### config.mk
export PLATFORM = sky130hd
export DESIGN_NAME = fetch_stage_flat
export DESIGN_NICKNAME = d
export VERILOG_FILES = /design/src/rtl/fetch_stage_if.sv /design/src/rtl/fetch_stage.sv /design/src/flat_wrapper.sv
export SDC_FILE = /design/constraint.sdc
export NUM_CORES = 1
export LEC_CHECK = 0
export BUFFER_PORTS_ARGS = -buffer_cell sky130_fd_sc_hd__buf_2
export CAP_MARGIN = 30
export CORE_AREA = 2 2 117 119
export DETAILED_ROUTE_END_ITERATION = 12
export DIE_AREA = 0 0 119 121
export PLACE_DENSITY = 0.71
export SKIP_LAST_GASP = 1
export SYNTH_ARGS = -nofsm -noshare
export SYNTH_HDL_FRONTEND = slang
export SYNTH_SLANG_ARGS = --single-unit
### constraint.sdc
create_clock -name clk -period 7.9 [get_ports clk]
set_clock_uncertainty 0.2 [all_clocks]
set_input_delay 0.395 -clock clk [delete_from_list [all_inputs] [get_ports clk]]
set_output_delay 0.395 -clock clk [all_outputs]
set_load 0.005 [all_outputs]
### src/rtl/fetch_stage_if.sv
// Bundle between the fetch stage, instruction memory and hazard/decode.
// Optional perf counters appear with FETCH_PERF_CNT_EN.
interface fetch_stage_if;
  logic        pc_write_enable;
  logic        if_id_write;
  logic        flush_pipeline;
  logic        pc_sel;
  logic [31:0] alu_target;
  logic [31:0] imem_addr;
  logic [31:0] imem_rdata;
  logic [31:0] if_id_pc;
  logic [31:0] if_id_pc4;
  logic [31:0] if_id_instr;
  logic        if_id_valid;
`ifdef FETCH_PERF_CNT_EN
  logic [31:0] stall_cycles;
  logic [31:0] flush_cycles;
  logic [31:0] fetch_count;
`endif

  modport master (
    input  pc_write_enable,
    input  if_id_write,
    input  flush_pipeline,
    input  pc_sel,
    input  alu_target,
    input  imem_rdata,
    output imem_addr,
    output if_id_pc,
    output if_id_pc4,
    output if_id_instr,
`ifdef FETCH_PERF_CNT_EN
    output stall_cycles,
    output flush_cycles,
    output fetch_count,
`endif
    output if_id_valid
  );

  modport slave (
    output pc_write_enable,
    output if_id_write,
    output flush_pipeline,
    output pc_sel,
    output alu_target,
    output imem_rdata,
    input  imem_addr,
    input  if_id_pc,
    input  if_id_pc4,
    input  if_id_instr,
`ifdef FETCH_PERF_CNT_EN
    input  stall_cycles,
    input  flush_cycles,
    input  fetch_count,
`endif
    input  if_id_valid
  );
endinterface

### src/rtl/fetch_stage.sv
// RV32I fetch: PC register, PC+4, redirect mux and IF/ID register.
// Define FETCH_PERF_CNT_EN to add stall/flush/fetch counters.
module fetch_stage #(
  parameter logic [31:0] RESET_PC  = 32'h0000_0000,
  parameter logic [31:0] NOP_INSTR = 32'h0000_0013
) (
  input logic         clk,
  input logic         rst,
  fetch_stage_if.master bus
);

  logic [31:0] pc;
  logic [31:0] pc_plus4;
  logic [31:0] target;

  assign pc_plus4      = pc + 32'd4;
  assign target        = bus.alu_target & ~32'd3;
  assign bus.imem_addr = pc;

  // Redirect beats a stall so a taken branch is never lost.
  always_ff @(posedge clk or posedge rst) begin
    if (rst) begin
      pc <= RESET_PC;
    end else if (bus.pc_sel) begin
      pc <= target;
    end else if (bus.pc_write_enable) begin
      pc <= pc_plus4;
    end
  end

  always_ff @(posedge clk or posedge rst) begin
    if (rst) begin
      bus.if_id_pc    <= 32'd0;
      bus.if_id_pc4   <= 32'd0;
      bus.if_id_instr <= NOP_INSTR;
      bus.if_id_valid <= 1'b0;
    end else if (bus.flush_pipeline) begin
      bus.if_id_instr <= NOP_INSTR;
      bus.if_id_valid <= 1'b0;
    end else if (bus.if_id_write) begin
      bus.if_id_pc    <= pc;
      bus.if_id_pc4   <= pc_plus4;
      bus.if_id_instr <= bus.imem_rdata;
      bus.if_id_valid <= 1'b1;
    end
  end

`ifdef FETCH_PERF_CNT_EN
  localparam logic [31:0] CNT_MAX = 32'hFFFF_FFFF;

  always_ff @(posedge clk or posedge rst) begin
    if (rst) begin
      bus.stall_cycles <= 32'd0;
      bus.flush_cycles <= 32'd0;
      bus.fetch_count  <= 32'd0;
    end else begin
      if (!bus.pc_write_enable && !bus.pc_sel &&
          bus.stall_cycles != CNT_MAX) begin
        bus.stall_cycles <= bus.stall_cycles + 32'd1;
      end
      if (bus.flush_pipeline &&
          bus.flush_cycles != CNT_MAX) begin
        bus.flush_cycles <= bus.flush_cycles + 32'd1;
      end
      if (bus.if_id_write && !bus.flush_pipeline &&
          bus.fetch_count != CNT_MAX) begin
        bus.fetch_count <= bus.fetch_count + 32'd1;
      end
    end
  end
`endif

endmodule

### src/flat_wrapper.sv
// flat-port wrapper written by rule: the top's interface ports become plain ports
module fetch_stage_flat 
#(
  parameter logic [31:0] RESET_PC  = 32'h0000_0000,
  parameter logic [31:0] NOP_INSTR = 32'h0000_0013
)
  (clk, rst, bus_pc_write_enable, bus_if_id_write, bus_flush_pipeline, bus_pc_sel, bus_alu_target, bus_imem_rdata, bus_imem_addr, bus_if_id_pc, bus_if_id_pc4, bus_if_id_instr, bus_if_id_valid);
  fetch_stage_if bus_i ();
  input logic clk;
  input logic rst;
  input wire logic [$bits(bus_i.pc_write_enable)-1:0] bus_pc_write_enable;
  input wire logic [$bits(bus_i.if_id_write)-1:0] bus_if_id_write;
  input wire logic [$bits(bus_i.flush_pipeline)-1:0] bus_flush_pipeline;
  input wire logic [$bits(bus_i.pc_sel)-1:0] bus_pc_sel;
  input wire logic [$bits(bus_i.alu_target)-1:0] bus_alu_target;
  input wire logic [$bits(bus_i.imem_rdata)-1:0] bus_imem_rdata;
  output wire logic [$bits(bus_i.imem_addr)-1:0] bus_imem_addr;
  output wire logic [$bits(bus_i.if_id_pc)-1:0] bus_if_id_pc;
  output wire logic [$bits(bus_i.if_id_pc4)-1:0] bus_if_id_pc4;
  output wire logic [$bits(bus_i.if_id_instr)-1:0] bus_if_id_instr;
  output wire logic [$bits(bus_i.if_id_valid)-1:0] bus_if_id_valid;
  assign bus_i.pc_write_enable = bus_pc_write_enable;
  assign bus_i.if_id_write = bus_if_id_write;
  assign bus_i.flush_pipeline = bus_flush_pipeline;
  assign bus_i.pc_sel = bus_pc_sel;
  assign bus_i.alu_target = bus_alu_target;
  assign bus_i.imem_rdata = bus_imem_rdata;
  assign bus_imem_addr = bus_i.imem_addr;
  assign bus_if_id_pc = bus_i.if_id_pc;
  assign bus_if_id_pc4 = bus_i.if_id_pc4;
  assign bus_if_id_instr = bus_i.if_id_instr;
  assign bus_if_id_valid = bus_i.if_id_valid;
  fetch_stage #(.RESET_PC(RESET_PC), .NOP_INSTR(NOP_INSTR)) u_core (.clk(clk), .rst(rst), .bus(bus_i));
endmodule
==> run_results.csv <==
group,metric,value,unit
sta,maxSlewHeadroom,0.339,
cells_and_area,utilization,0.586,
drt,first_pass_iters,4,
sta,fmax,383,MHz
cts,post-cts-setup-buffers,0,
logic_synthesis,ys_top_cells_by_area,"dfrtp_1, nand2_1, mux2i_1, xnor2_1, xor2_1",
logic_synthesis,syn_avg_cell_area,9.49,µm²
global_routing,grt_pass1_vias,4789,
logic_synthesis,synth_top_area_frac,0.520,
worst_hold_path,hold_class,"in2reg",
global_routing,grt_max_degree,88,
floorplan,die_y,121,µm
place,pre_cts_ws,5310,ps
logic_synthesis,syn_area,5770,µm²
logic_synthesis,synth_warnings,0,
floorplan,core,13100,µm²
floorplan,start_util,0.441,
place,dpl.hpwl,10200,µm
drt,wl_per_cell,15.3,µm
place,port_buffers,190,
sta,fin_crit,2610,ps
cts,clkSinkCount,123,
logic_synthesis,synth-seq-cells,123,
drt,ant_nets,0,
logic_synthesis,yosysTopAreaCell,"dfrtp_1",
power,power_leakage,3.82,nW
cts,cts-htree-levels,4,
global_routing,grt_first_pass_wirelength,24400,µm
global_routing,grt-ovfl-total,0,
logic_synthesis,async_flop_share,1.00,
power,power_density,244,nW/µm²
cells_and_area,area_delta_synth_final,33.0,%
drt,vias,4842,
critical_path,cp.required,7960,ps
sta,tightestPinTransition,983,ps
outcome,outcome,"finished clean",
drt,avgViaCountPerCell,4.90,
critical_path,worstSetupPathType,"reg2reg",
sta,worst_slack,5290,ps
logic_synthesis,synth_cell_type_count,37,
drt,drtIter0Drc,198,
critical_path,setup.worst_path.end_class,"register",
sta,drv_slew,0,
logic_synthesis,synth-main-ff-cell,"dfrtp_1",
power,peakVddDrop,0.161,mV
logic_synthesis,synthCells,608,
run,cap_viol_max_count,0,
floorplan,dieArea,14400,µm²
drt,drt-total-wl,15100,µm
floorplan,dieWidth,119,µm
cts,hold_buffers,26,
cells_and_area,antennaDiodeCount,0,
cts,clock-root-buffer,"clkbuf_16",
global_routing,antenna_found_initial,0,
global_routing,grt.total_usage,0.216,
cts,clk_latency,410,ps
sta,timing.setup.tns,0,ps
floorplan,boundaryPins,199,
sta,hold_viol_final,0,
place,placed_cell_area,6760,µm²
cells_and_area,final_net_count,870,
sta,rsz0062_at_grt,"false",
cells_and_area,fin_area,7670,µm²
critical_path,critPathLaunchType,"register",
cts,post_cts_resized,0,
logic_synthesis,synth-edff-count,0,
sta,fin_crit_sh,0.330,
cts,cts_made_buffers,17,
place,gp_congestion,0.843,
critical_path,worstPathArrival,2660,ps
logic_synthesis,synth.most_common_cell,"nand2_1",
logic_synthesis,yosys-top-cells-count,"nand2_1, dfrtp_1, nor2_1",
cts,cts_buffer_depth,2,
floorplan,placement_rows,42,
cells_and_area,drive_gt1_frac,0.309,
sta,setup-violations-final,0,
critical_path,worstPathMaxFanout,18,
logic_synthesis,yosysSeqAreaShare,0.534,
drt,drc,0,
cts,cts_tree,"done",
cts,path_clk_slew,60,ps
==> final cells by class <==
type | count | area (µm²)
inverters | 3 | 13.8
flip-flops and latches | 123 | 3080
clock buffers | 18 | 439
well taps | 176 | 220
fillers | 1172 | 5410
repair buffers | 221 | 1250
multi-input cells | 433 | 2450
clock inverters | 14 | 218
==> worst max-delay path: stages, from the launching register on <==
cell	delay, ps
dfrtp_1	490
ha_1	300
nand3_4	130
or4_4	730
nor4_2	360
xnor2_1	160
o21ai_1	80
==> cells in the final DEF, fill, tap and decap left out, types with 4 or more instances in the layout <==
master	synthesis	routed
nor3_1	9	9
mux2i_1	30	30
nand4_1	11	11
xor2_1	24	24
buf_4	8	5
clkbuf_16	0	17
dfrtp_1	120	120
conb_1	1	6
o21ai_0	20	20
nand2_1	174	174
bufinv_16	0	5
and3_1	5	5
xnor2_1	33	33
nor2_1	40	40
nand3_1	11	11
dlygate4sd3_1	0	26
nor3_2	5	5
buf_2	10	190
nor4_2	3	4
o21ai_1	35	35
==> through the flow <==
| stage | hold slack (ps) | power, W | std cells |
|---|---|---|---|
| 5_1_grt | 12.1 | 0.00196 | 988 |
| 2_1_floorplan | 263 | 0.000899 | 613 |
| 3_5_place_dp | 258 | 0.00102 | 930 |
| 3_3_place_gp | 255 | 0.00101 | 930 |
| 6_report | 14.5 | 0.00188 | 988 |
| 4_1_cts | 1.26 | 0.00190 | 988 |
==> metal layers <==
layer,track usage,vias to the layer above,routed length [µm]
li1,-,2354,-
met1,0.282,2301,6780
met2,0.351,168,7250
met3,0.0526,19,872
met5,0,-,0
met4,0.0789,0,226
==> power by group <==
group | switching [W] | internal [W] | leakage [nW] | total [W]
logic | 0.000131 | 0.000121 | 1.96 | 0.000253
registers | 0.0000646 | 0.000701 | 1.55 | 0.000766
clock network | 0.000287 | 0.000569 | 0.313 | 0.000857
==> sequential cells by signal, summed over array words and instances (netlist names) <==
register                flops
u_core.bus.imem_addr       30
u_core.bus.if_id_pc        30
u_core.bus.if_id_instr     32
u_core.bus.if_id_valid      1
u_core.bus.if_id_pc4       30
==> worst paths after layout <==
| kind | startpoint | to | slack [ps] | cells past startpoint |
|---|---|---|---|---|
| worst max-delay path | u_core.bus.imem_addr[2]$_DFFE_PP0N_ | u_core.bus.imem_addr[28]$_DFFE_PP0N_ | 5290 | 6 |
| worst min-delay path | bus_alu_target[2] | u_core.bus.imem_addr[2]$_DFFE_PP0N_ | 10 | 3 |
| worst max register to register | u_core.bus.imem_addr[2]$_DFFE_PP0N_ | u_core.bus.imem_addr[28]$_DFFE_PP0N_ | 5290 | 6 |
| worst min register to register | u_core.bus.if_id_pc[14]$_DFFE_PP0P_ | u_core.bus.if_id_pc[14]$_DFFE_PP0P_ | 270 | 2 |
| max in group asynchronous | rst | u_core.bus.imem_addr[6]$_DFFE_PP0N_ | 5700 | 4 |
| min in group asynchronous | rst | u_core.bus.if_id_instr[31]$_DFFE_PP0P_ | 440 | 3 |
==> logic make-up after synthesis <==
group | after synthesis | synth area share
simple gates | 277 | 0.218
flops | 123 | 0.534
xor+xnor | 57 | 0.0865
compound gates | 59 | 0.0536
other cells | 1 | 0.000650
buf+inv | 57 | 0.0471
mux | 33 | 0.0579
fa+ha+maj | 1 | 0.00217
Power figures use the tool's default switching activity.
